## config.mk

```make
export PLATFORM = sky130hd
export DESIGN_NAME = mem_beat_sequencer
export DESIGN_NICKNAME = d
export VERILOG_FILES = /design/src/rtl/mem_beat_sequencer.sv
export SDC_FILE = /design/constraint.sdc
export NUM_CORES = 1
export LEC_CHECK = 0
export CAP_MARGIN = 10
export CORE_ASPECT_RATIO = 1.2
export CORE_UTILIZATION = 50
export CTS_CLUSTER_DIAMETER = 30
export DETAILED_ROUTE_END_ITERATION = 16
export PLACE_DENSITY = 0.91
export SLEW_MARGIN = 40
export SYNTH_ARGS = -nofsm -noshare
export SYNTH_HDL_FRONTEND = slang
export SYNTH_SLANG_ARGS = --single-unit
```

## constraint.sdc

```tcl
create_clock -name clk -period 6.5 [get_ports clk]
set_clock_uncertainty 0.15 [all_clocks]
set_input_delay 1.95 -clock clk [delete_from_list [all_inputs] [get_ports clk]]
set_output_delay 1.95 -clock clk [all_outputs]
set_load 0.02 [all_outputs]
```

## src/rtl/mem_beat_sequencer.sv

```systemverilog
// Splits RV32I byte/half/word loads and stores into 16-bit SDRAM beats and
// assembles the load result; one request in flight at a time.
//
// state  | meaning
// IDLE   | ready for a new request
// ISSUE0 | first beat presented to the SDRAM controller
// WAIT0  | first read beat accepted, waiting for its halfword
// ISSUE1 | second beat of a word access presented
// WAIT1  | second read beat accepted, waiting for its halfword
// RESP   | one-cycle completion pulse
module mem_beat_sequencer #(
    parameter int ADDR_W = 24
) (
    input  logic              clk,
    input  logic              rst,
    input  logic              req_valid,
    output logic              req_ready,
    input  logic              req_we,
    input  logic [31:0]       req_addr,
    input  logic [31:0]       req_wdata,
    input  logic [2:0]        req_funct3,
    output logic              resp_valid,
    output logic [31:0]       resp_rdata,
    output logic              resp_err,
    output logic              sd_valid,
    input  logic              sd_ready,
    output logic              sd_we,
    output logic [ADDR_W-1:0] sd_addr,
    output logic [15:0]       sd_wdata,
    output logic [1:0]        sd_dqm,
    input  logic              sd_rvalid,
    input  logic [15:0]       sd_rdata
);

    typedef enum logic [2:0] {IDLE, ISSUE0, WAIT0, ISSUE1, WAIT1, RESP} state_t;

    state_t            state_q, state_d;
    logic [ADDR_W:0]   addr_q, addr_d;
    logic              we_q, we_d;
    logic [31:0]       wdata_q, wdata_d;
    logic [2:0]        funct3_q, funct3_d;
    logic              err_q, err_d;
    logic [15:0]       beat0_q, beat0_d;
    logic [15:0]       beat1_q, beat1_d;

    logic              req_bad;
    logic              is_word;
    logic [7:0]        ld_byte;
    logic              unused_addr_hi;

    // Byte address bits above the SDRAM halfword space are not routed anywhere.
    assign unused_addr_hi = ^req_addr[31:ADDR_W+1];
    assign is_word        = (funct3_q[1:0] == 2'b10);

    always_comb begin
        req_bad = 1'b0;
        case (req_funct3)
            3'b000, 3'b100: req_bad = 1'b0;
            3'b001, 3'b101: req_bad = req_addr[0];
            3'b010:         req_bad = |req_addr[1:0];
            default:        req_bad = 1'b1;
        endcase
        if (req_we && req_funct3[2]) req_bad = 1'b1;
    end

    always_comb begin
        state_d  = state_q;
        addr_d   = addr_q;
        we_d     = we_q;
        wdata_d  = wdata_q;
        funct3_d = funct3_q;
        err_d    = err_q;
        beat0_d  = beat0_q;
        beat1_d  = beat1_q;
        case (state_q)
            IDLE: begin
                if (req_valid) begin
                    addr_d   = req_addr[ADDR_W:0];
                    we_d     = req_we;
                    wdata_d  = req_wdata;
                    funct3_d = req_funct3;
                    err_d    = req_bad;
                    state_d  = req_bad ? RESP : ISSUE0;
                end
            end
            ISSUE0: begin
                if (sd_ready) begin
                    if (!we_q)        state_d = WAIT0;
                    else if (is_word) state_d = ISSUE1;
                    else              state_d = RESP;
                end
            end
            WAIT0: begin
                if (sd_rvalid) begin
                    beat0_d = sd_rdata;
                    state_d = is_word ? ISSUE1 : RESP;
                end
            end
            ISSUE1: begin
                if (sd_ready) state_d = we_q ? RESP : WAIT1;
            end
            WAIT1: begin
                if (sd_rvalid) begin
                    beat1_d = sd_rdata;
                    state_d = RESP;
                end
            end
            RESP:    state_d = IDLE;
            default: state_d = IDLE;
        endcase
    end

    always_ff @(posedge clk or posedge rst) begin
        if (rst) begin
            state_q  <= IDLE;
            addr_q   <= '0;
            we_q     <= 1'b0;
            wdata_q  <= '0;
            funct3_q <= '0;
            err_q    <= 1'b0;
            beat0_q  <= '0;
            beat1_q  <= '0;
        end else begin
            state_q  <= state_d;
            addr_q   <= addr_d;
            we_q     <= we_d;
            wdata_q  <= wdata_d;
            funct3_q <= funct3_d;
            err_q    <= err_d;
            beat0_q  <= beat0_d;
            beat1_q  <= beat1_d;
        end
    end

    always_comb begin
        req_ready  = (state_q == IDLE);
        sd_valid   = 1'b0;
        sd_we      = 1'b0;
        sd_addr    = '0;
        sd_wdata   = '0;
        sd_dqm     = 2'b11;
        resp_valid = 1'b0;
        resp_err   = 1'b0;
        resp_rdata = '0;
        ld_byte    = addr_q[0] ? beat0_q[15:8] : beat0_q[7:0];

        if (state_q == ISSUE0 || state_q == ISSUE1) begin
            sd_valid = 1'b1;
            sd_we    = we_q;
            sd_addr  = (state_q == ISSUE1) ? addr_q[ADDR_W:1] + ADDR_W'(1) : addr_q[ADDR_W:1];
            case (funct3_q[1:0])
                2'b00: begin
                    // Byte stores replicate onto both lanes; the mask picks the live one.
                    sd_wdata = {wdata_q[7:0], wdata_q[7:0]};
                    sd_dqm   = addr_q[0] ? 2'b01 : 2'b10;
                end
                2'b01: begin
                    sd_wdata = wdata_q[15:0];
                    sd_dqm   = 2'b00;
                end
                default: begin
                    sd_wdata = (state_q == ISSUE1) ? wdata_q[31:16] : wdata_q[15:0];
                    sd_dqm   = 2'b00;
                end
            endcase
        end

        if (state_q == RESP) begin
            resp_valid = 1'b1;
            resp_err   = err_q;
            if (!err_q && !we_q) begin
                case (funct3_q)
                    3'b000:  resp_rdata = {{24{ld_byte[7]}}, ld_byte};
                    3'b100:  resp_rdata = {24'b0, ld_byte};
                    3'b001:  resp_rdata = {{16{beat0_q[15]}}, beat0_q};
                    3'b101:  resp_rdata = {16'b0, beat0_q};
                    3'b010:  resp_rdata = {beat1_q, beat0_q};
                    default: resp_rdata = '0;
                endcase
            end
        end
    end

endmodule

```

==> impl_metrics.yaml <==
floorplan:
  initial_core_util: 0.5136
  rows: 40
  pin_count: 168
  dieArea_mm2: 0.01064
  die_width_um: 94.33
  chipHeight_um: 112.8
  coreArea_mm2: 0.009960
clocking:
  cts_tree: "done"
  clk_latency_ps: 340
  path_clk_slew_ps: 70
  cts_resized: 0
  clockBufferDepth: 2
  clkSinkCount: 97
  cts_setup_buffers: 0
  cts_buffers: 9
  cts_hold_buf: 0
  htreeDepth: 3
  root_buffer: "clkbuf_16"
place:
  place_worst_setup_slack_ps: 1533
  dp.cells: 862
  io_buffers: 160
  place_area_mm2: 0.006753
  dp_hpwl_um: 10180
  routabilityCongestion: 0.8406
setup_path:
  crit_slowest_cell: "dfrtp_1"
  rr_worst_depth: 3
  crit_end: "sd_addr[20]"
  cp-startpoint: "state_q[1]"
  crit_chain: "nand2_1 -> or4_4 -> or4_1 -> a21oi_1 -> clkdlybuf4s50_1"
  r2r_setup_slack_ps: 4200
  cp.depth: 5
  critical_path.max_fanout: 19
  crit_buf_inv: 1
  worstSetupPathType: "register to output port"
  critPathTopFamily: "simple AND/OR/NAND/NOR gates"
  start_kind: "register"
  cpPeakStageDelay_ps: 740
  worstSetupEndpointType: "output port"
  critPathRequiredTime_ps: 4400
  arrival_ps: 3320
  r2r-end: "addr_q[10]"
  r2r-start: "state_q[1]"
global_routing:
  grt_pass1_vias: 4836
  grt_use_total: 0.2809
  grt_pass1_wl_um: 23380
  grt-ovfl-total: 0
  antenna_found_initial: 0
  grt_max_degree: 67
logic_synthesis:
  yosys.area.top_type: "dfrtp_1"
  synth_seq_cells: 97
  synth_edf_count: 0
  synthCells: 613
  async_flop_share: 1.000
  ys_types: 44
  synth_fp_nets: 703
  synth_seq_area_share: 0.4746
  synthTopCellsByArea: "dfrtp_1, nand2_1, mux2_2"
  synth_commonest_cells: "nand2_1, dfrtp_1, a21oi_1, mux2_2, clkbuf_1"
  synth.most_common_cell: "nand2_1"
  synth_warnings: 0
  avgSynthCellArea_um2: 8.344
  synthDominantCellAreaShare: 0.4746
  synthFlopType: "dfrtp_1"
  syn-cell-area_mm2: 0.005115
final_layout:
  fin_cells: 878
  areaGrowthSynthToFinish_pct: 37.82
  nets: 837
  design_area_mm2: 0.007049
  postLayoutCoreUtil: 0.7078
  diodes: 0
  drive_gt1_frac: 0.07846
sta:
  hold_violations: 0
  period_minus_slack_ps: 5425
  setup_viol: 0
  hold_ws_ps: 333.7
  setup_ws_ps: 1075
  worstMarginPinSlew_ps: 797.2
  maxSlewHeadroom: 0.4685
  rsz0062_at_grt: "no"
  fmax_mhz: 184.3
  setup_tns_ps: 0
  finalCritPeriodShare: 0.8346
  slew_violations: 0
routing:
  first_pass_iters: 6
  postRouteAntennaNets: 0
  drc: 0
  wl_per_cell_um: 16.70
  via_per_inst: 5.651
  num_vias: 4962
  wirelength_um: 14670
  drt-initial-drc-count: 351
power:
  power_density_mw_per_mm2: 447.3
  peakVddDrop_mv: 0.2115
  total_power_mw: 3.153
  pwr-share-comb: 0.458
  swShare: 0.4212
  cellLeakagePower_nw: 2.994
  p_sw_mw: 1.328
  p_seq_frac: 0.373
  p_int_mw: 1.825
  clkPwrFrac: 0.169
run_status:
  status: "finished, final reports clean"
min_path:
  holdCritPathClass: "register to register"
job:
  drv_cap: 0
-- flip-flops by register name, summed over array words and instances, names as in the netlist --
signal / count
addr_q: 25
wdata_q: 32
we_q: 1
funct3_q: 3
beat1_q: 16
beat0_q: 16
state_q: 3
err_q: 1
-- power by group through the flow --
| stage | Sequential (mW) | Combinational (mW) | Clock, mW |
|---|---|---|---|
| 6_report | 1.18 | 1.44 | 0.533 |
| 5_1_grt | 1.21 | 1.58 | 0.568 |
| 4_1_cts | 1.17 | 1.45 | 0.541 |
| 3_5_place_dp | 1.18 | 1.44 | 0 |
| 3_3_place_gp | 1.15 | 1.39 | 0 |
| 2_1_floorplan | 1.06 | 0.982 | 0 |
-- layer usage --
metal / vias up / global-route usage / wire (µm)
met2: 221 / 0.4826 / 7408
li1: 2339 / - / -
met1: 2375 / 0.3444 / 5869
met5: - / 0 / 0
met4: 0 / 0.08923 / 302
met3: 27 / 0.06788 / 1085
-- cells by family (layout without fill, tap and decap cells) --
family,after synthesis,in the layout,share of synthesized area
flip-flops,97,97,0.4746
buffers and inverters,49,188,0.04061
AO/OA/AOI/OAI,106,106,0.1238
AND/OR/NAND/NOR,316,316,0.2669
XOR/XNOR,9,9,0.01541
adder cells (fa/ha/maj),1,1,0.002446
multiplexers,35,35,0.07632
-- worst min-delay path by stage --
| stage | startpoint | end | slack (ps) | cells past startpoint |
|---|---|---|---|---|
| 2_1_floorplan | wdata_q[10] | wdata_q[10] | 300 | 2 |
| 3_3_place_gp | wdata_q[29] | wdata_q[29] | 310 | 2 |
| 3_5_place_dp | wdata_q[24] | wdata_q[24] | 310 | 2 |
| 4_1_cts | wdata_q[24] | wdata_q[24] | 330 | 2 |
| 5_1_grt | wdata_q[29] | wdata_q[29] | 360 | 2 |
| 6_report | wdata_q[30] | wdata_q[30] | 330 | 2 |
-- worst min-delay path: cells and delay by family, from the launching register on --
kind             cells  cell delay [ps]
DFF                  1              340
and+or+nand+nor      2              110
-- layout by cell type, fill, tap and decap left out, types with 5 or more instances in the layout --
cell type          n
a22oi_1           16
nand3_1            5
inv_1              6
mux2_2            32
nor2_1            25
clkdlybuf4s50_1  160
or4_1              8
o21ai_0           25
dfrtp_1           97
a21oi_1           43
nand4_1            8
or3_1              7
buf_4              5
nand2_1          231
clkbuf_16          9
o31ai_1            8
xor2_1             5
-- final cells by class --
| type | instances | area [µm²] |
|---|---|---|
| fillers | 753 | 2910 |
| multi-input cells | 467 | 2501 |
| flip-flops and latches | 97 | 2427 |
| repair buffers | 165 | 1639 |
| clock buffers | 11 | 232.7 |
| well taps | 126 | 157.7 |
| clock inverters | 5 | 62.56 |
| inverters | 7 | 28.78 |
Note: power is estimated with default switching activity, not from simulation.
